File: config.mk
export PLATFORM = sky130hd
export DESIGN_NAME = q1_sweep_ctrl
export DESIGN_NICKNAME = d
export VERILOG_FILES = /design/src/rtl/q1_pkg.sv /design/src/rtl/q1_sweep_ctrl.sv
export SDC_FILE = /design/constraint.sdc
export NUM_CORES = 1
export LEC_CHECK = 0
export CAP_MARGIN = 5
export CORE_MARGIN = 5
export CORE_UTILIZATION = 48
export CTS_BUF_LIST = sky130_fd_sc_hd__clkbuf_4
export CTS_CLUSTER_SIZE = 14
export DETAILED_ROUTE_END_ITERATION = 10
export GPL_TIMING_DRIVEN = 0
export HOLD_SLACK_MARGIN = 0.03
export PLACE_DENSITY = 0.84
export SLEW_MARGIN = 20
export SYNTH_ARGS = -nofsm -noshare
export SYNTH_HDL_FRONTEND = slang
export SYNTH_SLANG_ARGS = --single-unit
export TNS_END_PERCENT = 5
File: constraint.sdc
create_clock -name clk -period 2.4 [get_ports clk]
set_input_delay 0.48 -clock clk [delete_from_list [all_inputs] [get_ports clk]]
set_output_delay 0.48 -clock clk [all_outputs]
set_load 0.01 [all_outputs]
File: src/rtl/q1_pkg.sv
// rtl/q1_pkg.sv - shared types and constants for the Q1-b sweep controller
package q1_pkg;

  typedef enum logic [2:0] {
    IDLE   = 3'd0,
    DRIVE  = 3'd1,
    WAIT   = 3'd2,
    SAMPLE = 3'd3,
    DONE   = 3'd4
  } sweep_state_t;

  localparam int IDX_W = 4;
  localparam int N_VEC = 16;

  // F = (A xor B) & (C | ~D), bit i is F for {A,B,C,D} = i
  localparam logic [N_VEC-1:0] Q1B_TRUTH = 16'h0DD0;

endpackage

File: src/rtl/q1_sweep_ctrl.sv
// rtl/q1_sweep_ctrl.sv - exhaustive 16-vector sweep of the Q1-b unit with truth-table check
module q1_sweep_ctrl
  import q1_pkg::*;
#(
  parameter int unsigned      SETTLE_CYCLES = 1,
  parameter logic [N_VEC-1:0] EXPECTED      = Q1B_TRUTH
) (
  input  logic             clk,
  input  logic             rst_n,
  input  logic             start,
  input  logic             abort,
  input  logic             f_in,
  output logic [IDX_W-1:0] abcd,
  output logic             busy,
  output logic             done,
  output logic             pass,
  output logic [N_VEC-1:0] truth,
  output logic             fail_valid,
  output logic [IDX_W-1:0] fail_idx
);

  localparam logic [3:0]       SETTLE  = 4'(SETTLE_CYCLES);
  localparam logic [IDX_W-1:0] IDX_MAX = IDX_W'(N_VEC - 1);

  sweep_state_t     state, state_nxt;
  logic [IDX_W-1:0] idx;
  logic [3:0]       cnt;
  logic [N_VEC-1:0] truth_nxt;

  logic clr_run, load_vec, cnt_dec, sample_en, finish, abort_run;

  always_ff @(posedge clk) begin
    if (!rst_n) state <= IDLE;
    else        state <= state_nxt;
  end

  always_comb begin
    state_nxt = state;
    case (state)
      IDLE:    if (start && !abort) state_nxt = DRIVE;
      DRIVE:   state_nxt = (SETTLE != 4'd0) ? WAIT : SAMPLE;
      WAIT:    if (cnt <= 4'd1) state_nxt = SAMPLE;
      SAMPLE:  state_nxt = (idx == IDX_MAX) ? DONE : DRIVE;
      DONE:    state_nxt = IDLE;
      default: state_nxt = IDLE;
    endcase
    // abort cancels any running state; in DONE it lands on the same edge anyway
    if (abort && state != IDLE) state_nxt = IDLE;
  end

  always_comb begin
    clr_run   = 1'b0;
    load_vec  = 1'b0;
    cnt_dec   = 1'b0;
    sample_en = 1'b0;
    finish    = 1'b0;
    abort_run = abort && (state != IDLE);
    case (state)
      IDLE:    clr_run   = start && !abort;
      DRIVE:   load_vec  = !abort_run;
      WAIT:    cnt_dec   = !abort_run;
      SAMPLE:  sample_en = !abort_run;
      DONE:    finish    = 1'b1;
      default: ;
    endcase
  end

  always_comb begin
    truth_nxt      = truth;
    truth_nxt[idx] = f_in;
  end

  always_ff @(posedge clk) begin
    if (!rst_n) begin
      abcd       <= '0;
      busy       <= 1'b0;
      done       <= 1'b0;
      pass       <= 1'b0;
      truth      <= '0;
      fail_valid <= 1'b0;
      fail_idx   <= '0;
      idx        <= '0;
      cnt        <= '0;
    end else begin
      busy <= (state_nxt != IDLE);
      done <= (state_nxt == DONE);
      if (clr_run) begin
        idx        <= '0;
        abcd       <= '0;
        truth      <= '0;
        pass       <= 1'b0;
        fail_valid <= 1'b0;
        fail_idx   <= '0;
      end
      if (abort_run) begin
        abcd <= '0;
        pass <= 1'b0;
      end
      if (load_vec) begin
        abcd <= idx;
        cnt  <= SETTLE;
      end
      if (cnt_dec) cnt <= cnt - 4'd1;
      if (sample_en) begin
        truth <= truth_nxt;
        if (f_in != EXPECTED[idx] && !fail_valid) begin
          fail_valid <= 1'b1;
          fail_idx   <= idx;
        end
        // pass uses the merged table so it is already valid while done is high
        if (idx == IDX_MAX) pass <= (truth_nxt == EXPECTED);
        else                idx  <= idx + IDX_W'(1);
      end
      if (finish) abcd <= '0;
    end
  end

endmodule

==> results of run 1 <==
[flip-flops by register name, summed over array words and instances, names as in the netlist, 3 cells and up, named ones only]
register and flops:
fail_idx 4, cnt 4, abcd 4, state 3
idx 4, truth 16
[synthesized netlist by cell type, types with 2 or more instances]
cell,count
inv_1,6
dfxtp_1,40
nand2b_1,2
nand3_1,21
nor3b_1,4
mux2i_1,8
nor3_1,2
o21ai_0,10
nor2b_1,4
nand4_1,7
and2_1,5
a31oi_1,8
ha_1,6
nor4b_1,2
buf_2,8
o21ai_1,6
xor2_1,3
nor2_1,36
nand2_1,22
or3_1,2
clkbuf_1,12
a21oi_1,33
and4b_1,2
a211oi_1,2
nor4_1,3
[path summary, 6_finish.rpt]
kind | start | slack [ns] | depth (start not counted) | end
worst max-delay path | idx[0] | 0.23 | 8 | pass
worst min-delay path | cnt[3] | 0.46 | 1 | cnt[3]
worst max register to register | idx[0] | 0.23 | 8 | pass
worst min register to register | cnt[3] | 0.46 | 1 | cnt[3]
[metrics by stage]
| step | setup slack (ns) | std cells | TNS (ns) |
|---|---|---|---|
| 2_1_floorplan | 0.4176 | 270 | 0 |
| 3_3_place_gp | -0.04282 | 353 | -0.04282 |
| 3_5_place_dp | -0.1326 | 353 | -0.1326 |
| 4_1_cts | 0.01235 | 359 | 0 |
| 5_1_grt | 0.01082 | 358 | 0 |
| 6_report | 0.2333 | 358 | 0 |
[metal layers]
layer  GRT usage (%)  wire length (um)  vias to the layer above
met5               0                 0                        -
met4           6.993               112                        0
met3           4.255               383                       10
met2           30.31              2522                       88
met1           23.09              2253                      971
li1                -                 -                     1018
[logic make-up after synthesis]
logic type / count (synthesis) / synth area share [%]
and+or+nand+nor: 121 / 30.41
xor gates and xnor gates: 4 / 1.670
adders and majority gates: 6 / 3.578
muxes: 8 / 3.816
buffers and inverters: 28 / 5.665
AOI/OAI and AO/OA: 63 / 16.70
DFF: 40 / 38.16
[report_power, final]
group	switching, mW	internal (mW)
Sequential	0.00469	0.667
Clock	0.221	0.230
Combinational	0.0540	0.0285
[cell usage in the layout (no fill, tap or decap), types with 2 or more instances in the layout]
| master | netlist | routed |
|---|---|---|
| nor3_1 | 2 | 2 |
| nand3_1 | 21 | 21 |
| ha_1 | 6 | 3 |
| nor2b_1 | 4 | 4 |
| nor2_1 | 36 | 36 |
| clkbuf_4 | 0 | 6 |
| xor2_1 | 3 | 3 |
| and2_1 | 5 | 5 |
| inv_1 | 6 | 6 |
| and4b_1 | 2 | 2 |
| a211oi_1 | 2 | 2 |
| dfxtp_1 | 40 | 38 |
| nand4_1 | 7 | 7 |
| a31oi_1 | 8 | 8 |
| nor4_1 | 3 | 3 |
| a21oi_1 | 33 | 33 |
| o21ai_0 | 10 | 10 |
| mux2i_1 | 8 | 8 |
| or3_1 | 2 | 2 |
| nand2_1 | 22 | 22 |
| clkbuf_1 | 12 | 9 |
| o21ai_1 | 6 | 6 |
| nand2b_1 | 2 | 2 |
| buf_2 | 8 | 8 |
| nor3b_2 | 0 | 3 |
| clkdlybuf4s50_1 | 0 | 31 |
| ha_2 | 0 | 3 |
[final cells by class]
type / count / area share [%]
Tap cell: 52 / 2.525
Clock inverter: 2 / 1.360
Sequential cell: 40 / 31.28
Inverter: 7 / 1.020
Clock buffer: 6 / 1.748
Buffer: 18 / 3.157
Multi-Input combinational cell: 202 / 46.87
Timing Repair Buffer: 31 / 12.04
[timing repair]
item,in CTS,in global routing
endpoints found under the hold margin,0,0
cloned,0,0
resized for setup,2,8
pin swaps,0,1
endpoints found under the setup margin,1,1
==> metrics.csv, run 1 <==
metric,value,unit
cts_hold_buf,0,
yosys-top-cells-area,"dfxtp_1 38%, a21oi_1 7.9%, nor2_1 6.4%",
crit_top_cell,nand4_1,
required,2.69,ns
finalMaxSlewViolations,0,
worstMarginPinSlew,0.6462,ns
final_core_util,59.99,%
placed_cell_area,2474,um^2
netlist_area,2098,um^2
grt_overflow,0,
rows,24,
syn_area_per_cell,7.771,um^2
cts_max_level,2,
clock-root-buffer,clkbuf_4,
clock_skew,0.005950,ns
run_status,finished clean,
fin_nets,316,
gp_congestion,0.9372,
cts_buffer_depth,2,
worstPathMaxFanout,9,
path_buf_inv,1,
synth_cell_type_count,41,
cp-end-kind,flop,
synth_ff_type,dfxtp_1,
num-fill-cells,375,
cap_violations,0,
synth_top_area_share,38.16,%
multi_input_area,1207,um^2
syn-num-nets,281,
critPathMaxStageDelay,0.40,ns
antenna_found_initial,0,
yosysSeqAreaShare,38.16,%
ant_nets,0,
path_cells,inv_1 > ha_2 > nor3b_2 > mux2i_1 > nand4_1 > nor4b_2 > nand4_1 > a21oi_1,
syn_to_final_growth,22.78,%
dpl.hpwl,3761,um
regArea,805.8,um^2
start_util,48.86,%
cpMaxStageDelayCell,dfxtp_2,
vias_per_cell,5.830,
clkLatencyLatePin,0.35,ns
leakage,0.9326,nW
wl_per_cell,14.72,um
setup_viol,0,
drt_first_pass_iters,4,
core,4294,um^2
via_count,2087,
hold_ws,0.4626,ns
grt.total_usage,18.36,%
die_w,76.12,um
min_period,2.167,ns
port-buffer-count,31,
synthCells,270,
crit_family,simple AND/OR/NAND/NOR gates,
cts_tree,built,
synth_largest_area_cell,dfxtp_1,
die_y,76.12,um
clock.fmax,461.5,MHz
ios,33,
powerDensity,468.0,nW/um^2
yosys_warnings,0,
holdCritPathClass,flop to flop,
cts_setup_buffers,0,
cts.sinks,40,
crit_type,flop to flop,
maxSlewHeadroom,56.63,%
drt_iter0_markers,288,
drive_gt1_share,10.13,%
finalPower,1.206,mW
finalHoldViolations,0,
grt_max_degree,13,
drc,0,
antennaDiodeCount,0,
grt_pass1_vias,1951,
rsz0062_at_grt,false,
cts_buffers,5,
peakVddDrop,322.5,uV
grt_pass1_wl,8963,um
postSynth.asyncResetShare,0,%
clk_pin_slew,0.12,ns
wirelength,5271,um
synth_seq_cells,40,
synth_edf_count,0,
dieArea,5793,um^2
fin_crit_sh,90.28,%
crit_arrival,2.45,ns
final_area,2576,um^2
start_kind,flop,
Note: power is estimated with default switching activity, not from simulation.
==> inputs of run 2 (changes only) <==
Settings changed: SLEW_MARGIN 20 to default.
==> results of run 2 <==
The final DEF is identical to that of run 1; final timing and power are the same.
